==> src/rtl/getbits_param_if.sv <==
// rtl/getbits_param_if.sv - bus between input FIFO, getbits reader and VLD
// slave is the reader side, master the FIFO/VLD side.
interface getbits_param_if #(
   parameter int IN_W  = 64,
   parameter int GB_W  = 24,
   parameter int ADV_W = 5,
   parameter int CNT_W = 32
);
   logic             clk_en;
   logic [IN_W-1:0]  vid_in;
   logic             vid_in_rd_en;
   logic             vid_in_rd_valid;
   logic [ADV_W-1:0] advance;
   logic             align;
   logic             seek_sc;
   logic             flush;
   logic             wait_state;
   logic             stall;
   logic [GB_W-1:0]  getbits;
   logic             signbit;
   logic             getbits_valid;
   logic             sc_found;
   logic [CNT_W-1:0] bit_count;
   logic             vld_en;

   modport slave (
      input  clk_en, vid_in, vid_in_rd_valid, advance, align, seek_sc, flush, wait_state, stall,
      output vid_in_rd_en, getbits, signbit, getbits_valid, sc_found, bit_count, vld_en
   );

   modport master (
      output clk_en, vid_in, vid_in_rd_valid, advance, align, seek_sc, flush, wait_state, stall,
      input  vid_in_rd_en, getbits, signbit, getbits_valid, sc_found, bit_count, vld_en
   );
endinterface

==> src/rtl/getbits_param.sv <==
// rtl/getbits_param.sv - bitstream reader with cursor window, start-code seek and flush
// Cursor counts bits from the MSB of a two-word buffer; refills shift one word in from the bottom.
module getbits_param #(
   parameter int IN_W  = 64,
   parameter int GB_W  = 24,
   parameter int ADV_W = 5,
   parameter int CNT_W = 32
) (
   input  logic           clk,
   input  logic           rst,
   getbits_param_if.slave bus
);
   localparam int BUF_W = 2 * IN_W;
   localparam int CUR_W = $clog2(BUF_W + 1);
   localparam int WIN_W = GB_W + 1;
   localparam logic [CUR_W-1:0] IN_W_C  = CUR_W'(IN_W);
   localparam logic [CUR_W-1:0] EMPTY_C = CUR_W'(BUF_W);
   localparam logic [CUR_W-1:0] GB_W_C  = CUR_W'(GB_W);
   localparam logic [CUR_W-1:0] BYTE_C  = CUR_W'(8);
   localparam logic [CUR_W-1:0] LSB3_C  = CUR_W'(7);

   typedef enum logic [1:0] {FILL = 2'd0, READY = 2'd1, SEEK = 2'd2} state_t;

   state_t           state_q, state_d;
   logic [BUF_W-1:0] dta_q, dta_d;
   logic [CUR_W-1:0] cursor_q, cursor_d;
   logic             rd_pending_q, rd_pending_d;
   logic             discard_q, discard_d;
   logic             seek_pending_q, seek_pending_d;
   logic             rd_en_q, rd_en_d;
   logic             sc_found_q, sc_found_d;
   logic             vld_en_q, vld_en_d;
   logic [GB_W-1:0]  getbits_q, getbits_d;
   logic             signbit_q, signbit_d;
   logic [CNT_W-1:0] bit_count_q, bit_count_d;

   logic [31:0]      adv_ext;
   logic [CUR_W-1:0] adv_sat;
   logic [BUF_W-1:0] shifted;
   logic [WIN_W-1:0] window;

   always_ff @(posedge clk or negedge rst) begin
      if (!rst) begin
         state_q        <= FILL;
         dta_q          <= '0;
         cursor_q       <= EMPTY_C;
         rd_pending_q   <= 1'b0;
         discard_q      <= 1'b0;
         seek_pending_q <= 1'b0;
         rd_en_q        <= 1'b0;
         sc_found_q     <= 1'b0;
         vld_en_q       <= 1'b1;
         getbits_q      <= '0;
         signbit_q      <= 1'b0;
         bit_count_q    <= '0;
      end else if (bus.clk_en) begin
         state_q        <= state_d;
         dta_q          <= dta_d;
         cursor_q       <= cursor_d;
         rd_pending_q   <= rd_pending_d;
         discard_q      <= discard_d;
         seek_pending_q <= seek_pending_d;
         rd_en_q        <= rd_en_d;
         sc_found_q     <= sc_found_d;
         vld_en_q       <= vld_en_d;
         getbits_q      <= getbits_d;
         signbit_q      <= signbit_d;
         bit_count_q    <= bit_count_d;
      end
   end

   always_comb begin : next_state
      state_d        = state_q;
      dta_d          = dta_q;
      cursor_d       = cursor_q;
      rd_pending_d   = rd_pending_q;
      discard_d      = discard_q;
      seek_pending_d = seek_pending_q;
      rd_en_d        = 1'b0;
      sc_found_d     = 1'b0;
      adv_ext        = 32'(bus.advance);
      adv_sat        = (adv_ext > 32'(GB_W)) ? GB_W_C : CUR_W'(adv_ext);

      if (bus.flush) begin
         dta_d          = '0;
         cursor_d       = EMPTY_C;
         seek_pending_d = 1'b0;
         state_d        = FILL;
         // an issued read still returns a word later; remember to drop it
         rd_pending_d   = rd_pending_q & ~bus.vid_in_rd_valid;
         discard_d      = rd_pending_d;
      end else begin
         case (state_q)
            FILL: begin
               if (bus.vid_in_rd_valid) begin
                  if (!discard_q) begin
                     dta_d    = {dta_q[IN_W-1:0], bus.vid_in};
                     cursor_d = cursor_q - IN_W_C;
                  end
                  rd_pending_d = 1'b0;
                  discard_d    = 1'b0;
               end else if (!rd_pending_q) begin
                  rd_en_d      = 1'b1;
                  rd_pending_d = 1'b1;
               end
            end
            READY: begin
               if (bus.seek_sc) begin
                  cursor_d       = (cursor_q + LSB3_C) & ~LSB3_C;
                  seek_pending_d = 1'b1;
                  state_d        = SEEK;
               end else if (bus.align) begin
                  cursor_d = (cursor_q & ~LSB3_C) + BYTE_C;
               end else begin
                  cursor_d = cursor_q + adv_sat;
               end
            end
            SEEK: begin
               if (getbits_q[GB_W-1 -: 24] == 24'h000001) begin
                  sc_found_d     = 1'b1;
                  seek_pending_d = 1'b0;
                  state_d        = READY;
               end else begin
                  cursor_d = cursor_q + BYTE_C;
               end
            end
            default: state_d = FILL;
         endcase

         if (cursor_d >= IN_W_C)
            state_d = FILL;
         else if (state_q == FILL)
            state_d = seek_pending_q ? SEEK : READY;
      end

      if (bus.flush)
         bit_count_d = '0;
      else if (state_q != FILL)
         bit_count_d = bit_count_q + CNT_W'(cursor_d - cursor_q);
      else
         bit_count_d = bit_count_q;

      shifted                = dta_d << cursor_d;
      window                 = WIN_W'(shifted >> (BUF_W - WIN_W));
      {getbits_d, signbit_d} = window;

      // VLD evaluates on one cycle, getbits moves on the next
      vld_en_d = (state_d == READY) && !bus.stall && (!vld_en_q || !bus.wait_state);
   end

   always_comb begin : outputs
      bus.getbits_valid = (state_q == READY);
      bus.vid_in_rd_en  = rd_en_q;
      bus.getbits       = getbits_q;
      bus.signbit       = signbit_q;
      bus.sc_found      = sc_found_q;
      bus.bit_count     = bit_count_q;
      bus.vld_en        = vld_en_q;
   end
endmodule

==> src/flat_wrapper.sv <==
// flat-port wrapper written by rule: the top's interface ports become plain ports
module getbits_param_flat 
#(
   parameter int IN_W  = 64,
   parameter int GB_W  = 24,
   parameter int ADV_W = 5,
   parameter int CNT_W = 32
)
  (clk, rst, bus_clk_en, bus_vid_in, bus_vid_in_rd_valid, bus_advance, bus_align, bus_seek_sc, bus_flush, bus_wait_state, bus_stall, bus_vid_in_rd_en, bus_getbits, bus_signbit, bus_getbits_valid, bus_sc_found, bus_bit_count, bus_vld_en);
  getbits_param_if #(.IN_W(IN_W), .GB_W(GB_W), .ADV_W(ADV_W), .CNT_W(CNT_W)) bus_i ();
  input  logic clk;
  input  logic rst;
  input wire logic [$bits(bus_i.clk_en)-1:0] bus_clk_en;
  input wire logic [$bits(bus_i.vid_in)-1:0] bus_vid_in;
  input wire logic [$bits(bus_i.vid_in_rd_valid)-1:0] bus_vid_in_rd_valid;
  input wire logic [$bits(bus_i.advance)-1:0] bus_advance;
  input wire logic [$bits(bus_i.align)-1:0] bus_align;
  input wire logic [$bits(bus_i.seek_sc)-1:0] bus_seek_sc;
  input wire logic [$bits(bus_i.flush)-1:0] bus_flush;
  input wire logic [$bits(bus_i.wait_state)-1:0] bus_wait_state;
  input wire logic [$bits(bus_i.stall)-1:0] bus_stall;
  output wire logic [$bits(bus_i.vid_in_rd_en)-1:0] bus_vid_in_rd_en;
  output wire logic [$bits(bus_i.getbits)-1:0] bus_getbits;
  output wire logic [$bits(bus_i.signbit)-1:0] bus_signbit;
  output wire logic [$bits(bus_i.getbits_valid)-1:0] bus_getbits_valid;
  output wire logic [$bits(bus_i.sc_found)-1:0] bus_sc_found;
  output wire logic [$bits(bus_i.bit_count)-1:0] bus_bit_count;
  output wire logic [$bits(bus_i.vld_en)-1:0] bus_vld_en;
  assign bus_i.clk_en = bus_clk_en;
  assign bus_i.vid_in = bus_vid_in;
  assign bus_i.vid_in_rd_valid = bus_vid_in_rd_valid;
  assign bus_i.advance = bus_advance;
  assign bus_i.align = bus_align;
  assign bus_i.seek_sc = bus_seek_sc;
  assign bus_i.flush = bus_flush;
  assign bus_i.wait_state = bus_wait_state;
  assign bus_i.stall = bus_stall;
  assign bus_vid_in_rd_en = bus_i.vid_in_rd_en;
  assign bus_getbits = bus_i.getbits;
  assign bus_signbit = bus_i.signbit;
  assign bus_getbits_valid = bus_i.getbits_valid;
  assign bus_sc_found = bus_i.sc_found;
  assign bus_bit_count = bus_i.bit_count;
  assign bus_vld_en = bus_i.vld_en;
  getbits_param #(.IN_W(IN_W), .GB_W(GB_W), .ADV_W(ADV_W), .CNT_W(CNT_W)) u_core (.clk(clk), .rst(rst), .bus(bus_i));
endmodule
==> config.mk <==
export PLATFORM = sky130hd
export DESIGN_NAME = getbits_param_flat
export DESIGN_NICKNAME = d
export VERILOG_FILES = /design/src/rtl/getbits_param_if.sv /design/src/rtl/getbits_param.sv /design/src/flat_wrapper.sv
export SDC_FILE = /design/constraint.sdc
export NUM_CORES = 1
export LEC_CHECK = 0
export CORE_MARGIN = 2
export CORE_UTILIZATION = 42
export CTS_CLUSTER_DIAMETER = 50
export DETAILED_ROUTE_END_ITERATION = 7
export DONT_BUFFER_PORTS = 1
export SLEW_MARGIN = 15
export SYNTH_ARGS = -nofsm -noshare
export SYNTH_HDL_FRONTEND = slang
export SYNTH_SLANG_ARGS = --single-unit
==> constraint.sdc <==
create_clock -name clk -period 9.5 [get_ports clk]
set_clock_uncertainty 0.15 [all_clocks]
set_input_delay 1.425 -clock clk [delete_from_list [all_inputs] [get_ports clk]]
set_output_delay 1.425 -clock clk [all_outputs]
set_load 0.1 [all_outputs]
==> qor.yml <==
synth:
  synth_cell_type_count: 97
  yosys-top-cells-area: "dfrtp_1 26%, mux2i_1 22%, o2bb2ai_1 4.8%, mux2_2 4.3%, a22oi_1 3.9%"
  seq_area_frac_synth: 0.2591
  synth.largest_area_cell: "dfrtp_1"
  netlist_area_um2: 19420
  ys_seq_elements: 201
  async_flop_share: 1.000
  syn_nets: 2289
  synth_warnings: 0
  synth_ff_type: "dfrtp_1"
  syn_avg_cell_area_um2: 8.988
  synth_edf_count: 0
  synth_cells: 2161
  yosysTopAreaCellShare: 0.2564
hold_path:
  hold_class: "reg -> reg"
  hold_depth: 2
  hold_end: "u_core.dta_q[23]"
  hp-start: "u_core.dta_q[23]"
detailed_routing:
  drtIter0Drc: 1721
  wl_um: 73380
  vias: 17600
  wl_per_cell_um: 27.52
  viasPerCell: 6.601
  dr.pass1.iters: 6
  drt.antenna.violating_nets: 0
  drcViolationCount: 0
timing:
  period_needed_ps: 7837
  rsz0062_at_grt: "false"
  holdWs_ps: 330.3
  relSlewSlack: 0.1704
  fin_tns_setup_ps: 0
  setup_viol: 0
  tightest_slew_ps: 1235
  fmaxAchievable_mhz: 127.6
  period_share: 0.8250
  hold_viol: 0
  layout_setup_ws_ps: 1663
  slew_violations: 0
clock_network:
  clockBufferDepth: 3
  clk_pin_slew_ps: 50
  cts_made_buffers: 35
  cts-hold-fix-buffers: 0
  cts_setup_buffers: 0
  clock-sinks: 201
  cts_resized: 0
  cts.htree.levels: 2
  root_buffer: "clkbuf_16"
  clk_latency_ps: 560
  cts_tree: "yes"
layout:
  layout-drive-gt1-share: 0.1012
  seqCellArea_um2: 5032
  diodes: 0
  n_fill_cell: 4440
  syn_to_final_growth_pct: 6.487
  multi_input_area_um2: 13300
  num-nets-final: 2168
  stdcell_count: 2666
critical_path:
  critPathKind: "in -> reg"
  worst_setup_path_end_kind: "register"
  r2r_end: "u_core.bus.bit_count[31]"
  rr_startpoint: "u_core.bus.getbits[16]"
  cp_data_arrival_time_ps: 8110
  r2r_slack_ps: 2140
  startpoint_type: "primary input"
  crit_required_ps: 9770
  cp_max_fo: 28
  ff2ff_path_depth: 23
floorplan:
  ioPinCount: 139
  rows: 78
  fp.dieArea_um2: 47980
  fp.dieH_um: 219.0
  core_area_um2: 45480
  fp.dieW_um: 219.0
  start_util: 0.4271
placement:
  place_hpwl_um: 53500
  place_congestion: 1.033
  dp_cells: 2603
  pre_cts_slack_ps: 1190
  port-buffer-count: 0
grt:
  grt_max_degree: 202
  grt_pass1_vias: 17390
  antenna_found_initial: 2
  grt_pass1_wl_um: 110800
  grt_use_total: 0.3040
  grt_overflow: 0
pwr:
  powerDensity_nw_per_um2: 348.0
  p_leak_nw: 9.818
  finalPower_mw: 7.197
  worst_ir_drop_vdd_uv: 242.0
run:
  drv_cap: 0
status:
  outcome: "finished clean"
how the worst max path moves through the flow:
| stage | from | cells past startpoint | endpoint |
|---|---|---|---|
| global route | bus_advance[4] | 28 | u_core.bus.bit_count[31] |
| detailed placement | bus_advance[4] | 28 | u_core.bus.bit_count[31] |
| finish | bus_advance[4] | 28 | u_core.bus.bit_count[31] |
| CTS | bus_advance[4] | 28 | u_core.bus.bit_count[31] |
| global placement | bus_advance[4] | 28 | u_core.bus.bit_count[31] |
| floorplan | bus_flush | 28 | u_core.bus.bit_count[31] |
power by group:
part | leakage [nW] | internal (mW) | switching [mW]
Combinational | 6.50 | 1.53 | 2.54
Clock | 0.596 | 0.845 | 0.499
Sequential | 2.73 | 1.05 | 0.734
registers in the layout, summed over array words and instances, names as in the netlist:
| register | flops |
|---|---|
| u_core.bus.bit_count | 32 |
| u_core.bus.getbits | 24 |
| u_core.bus.sc_found | 1 |
| u_core.bus.signbit | 1 |
| u_core.bus.vid_in_rd_en | 1 |
| u_core.bus.vld_en | 1 |
| u_core.cursor_q | 8 |
| u_core.discard_q | 1 |
| u_core.dta_q | 128 |
| u_core.rd_pending_q | 1 |
| u_core.seek_pending_q | 1 |
| u_core.state_q | 2 |
metal layers:
metal  track usage  part of all wire  up-vias  wire [µm]
li1              -                 -     8029          -
met1        0.3728              0.40     8657      29490
met2        0.5112              0.48      732      35000
met3       0.05378             0.069      177       5061
met4        0.1547             0.052        2       3821
met5             0           0.00018        -         13
placed cells by master (no fill, tap or decap), drive strengths merged, types with 6 or more instances in the layout:
cell type  synthesis  layout
mux2i            422     422
dfrtp            199     199
nand2            144     144
o21ai            124     124
nor2             115     115
o2bb2ai          107     107
a22oi            103     103
mux2              78      78
a21oi             77      77
nand2b            70      70
o22ai             55      55
ha                47      47
inv               40      47
clkbuf            80      44
o211ai            34      34
nand3             32      32
nor3              31      31
buf              108      30
xnor2             25      25
a21o              25      25
a211oi            20      20
xor2              14      14
a31oi             13      13
a221oi            12      12
a22o              11      11
o22a               9       9
o21bai             9       9
and2               9       9
nor2b              8       8
nand4              8       8
o21a               7       7
o221ai             7       7
o2111ai            6       6
o31ai              6       6
a221o              6       6
o32ai              6       6
or3                6       6
or2                6       6
clkinv             0       6
synth_stat cells (all sizes together), types with 5 or more instances:
cell type / n
nor4b: 5
a221oi: 12
nor2: 115
nand3: 32
nand2b: 70
a21oi: 77
a22oi: 103
a22o: 11
a21o: 25
nor4: 5
nor2b: 8
or2: 6
o21ai: 124
mux2i: 422
o22a: 9
a211o: 5
o22ai: 55
xor2: 14
nand4: 8
o21a: 7
o32ai: 6
nor3: 31
mux2: 78
o211ai: 34
clkbuf: 80
o311ai: 5
o2bb2ai: 107
nand2: 144
o31ai: 6
inv: 40
a221o: 6
a211oi: 20
o221ai: 7
and2: 9
a2bb2oi: 5
ha: 47
dfrtp: 199
and3: 5
xnor2: 25
or3: 6
o21bai: 9
o2111ai: 6
buf: 108
a31oi: 13
logic make-up (layout without fill, tap and decap cells):
| family | count (synthesis) | after routing | share of synthesized area |
|---|---|---|---|
| AOI/OAI and AO/OA | 682 | 682 | 0.2505 |
| muxes | 500 | 500 | 0.2627 |
| and+or+nand+nor | 457 | 457 | 0.1154 |
| buffers and inverters | 228 | 133 | 0.05901 |
| DFF | 201 | 201 | 0.2591 |
| adders and majority gates | 54 | 54 | 0.03562 |
| xor gates and xnor gates | 39 | 39 | 0.01759 |
cell type report:
type	count	share of cell area
sequential	201	0.2433
clock inverter	19	0.01210
timing repair buffer	30	0.01089
inverter	40	0.007381
tap	600	0.03630
clock buffer	44	0.04695
multi-input combinational	1732	0.6431
metrics by stage:
| step | util | cell area [µm²] |
|---|---|---|
| 3_5_place_dp | 0.4279 | 19460 |
| 4_1_cts | 0.4547 | 20680 |
| 2_1_floorplan | - | 19420 |
| 3_3_place_gp | 0.4279 | 19460 |
| 5_1_grt | 0.4548 | 20680 |
| 6_report | 0.4548 | 20680 |
worst max-delay path, stage by stage:
cell and delay, ps:
nand2_1 110, and2_1 200, ha_1 210, fa_1 430
xor2_1 200, a22o_1 310, nand2_4 360, inv_2 70
ha_1 350, a21oi_1 260, maj3_1 220, a31oi_1 40
nand2_1 150, a21oi_1 100, o311a_1 410, nor2_2 120
buf_4 300, ha_1 360, a21o_1 180, a21o_1 160
a221o_1 340, a21oi_1 420, o2111a_1 270, nor2_1 60
a31oi_1 450, o21ai_1 130, nor4b_1 170, a221o_1 290
Note: power is estimated with default switching activity, not from simulation.
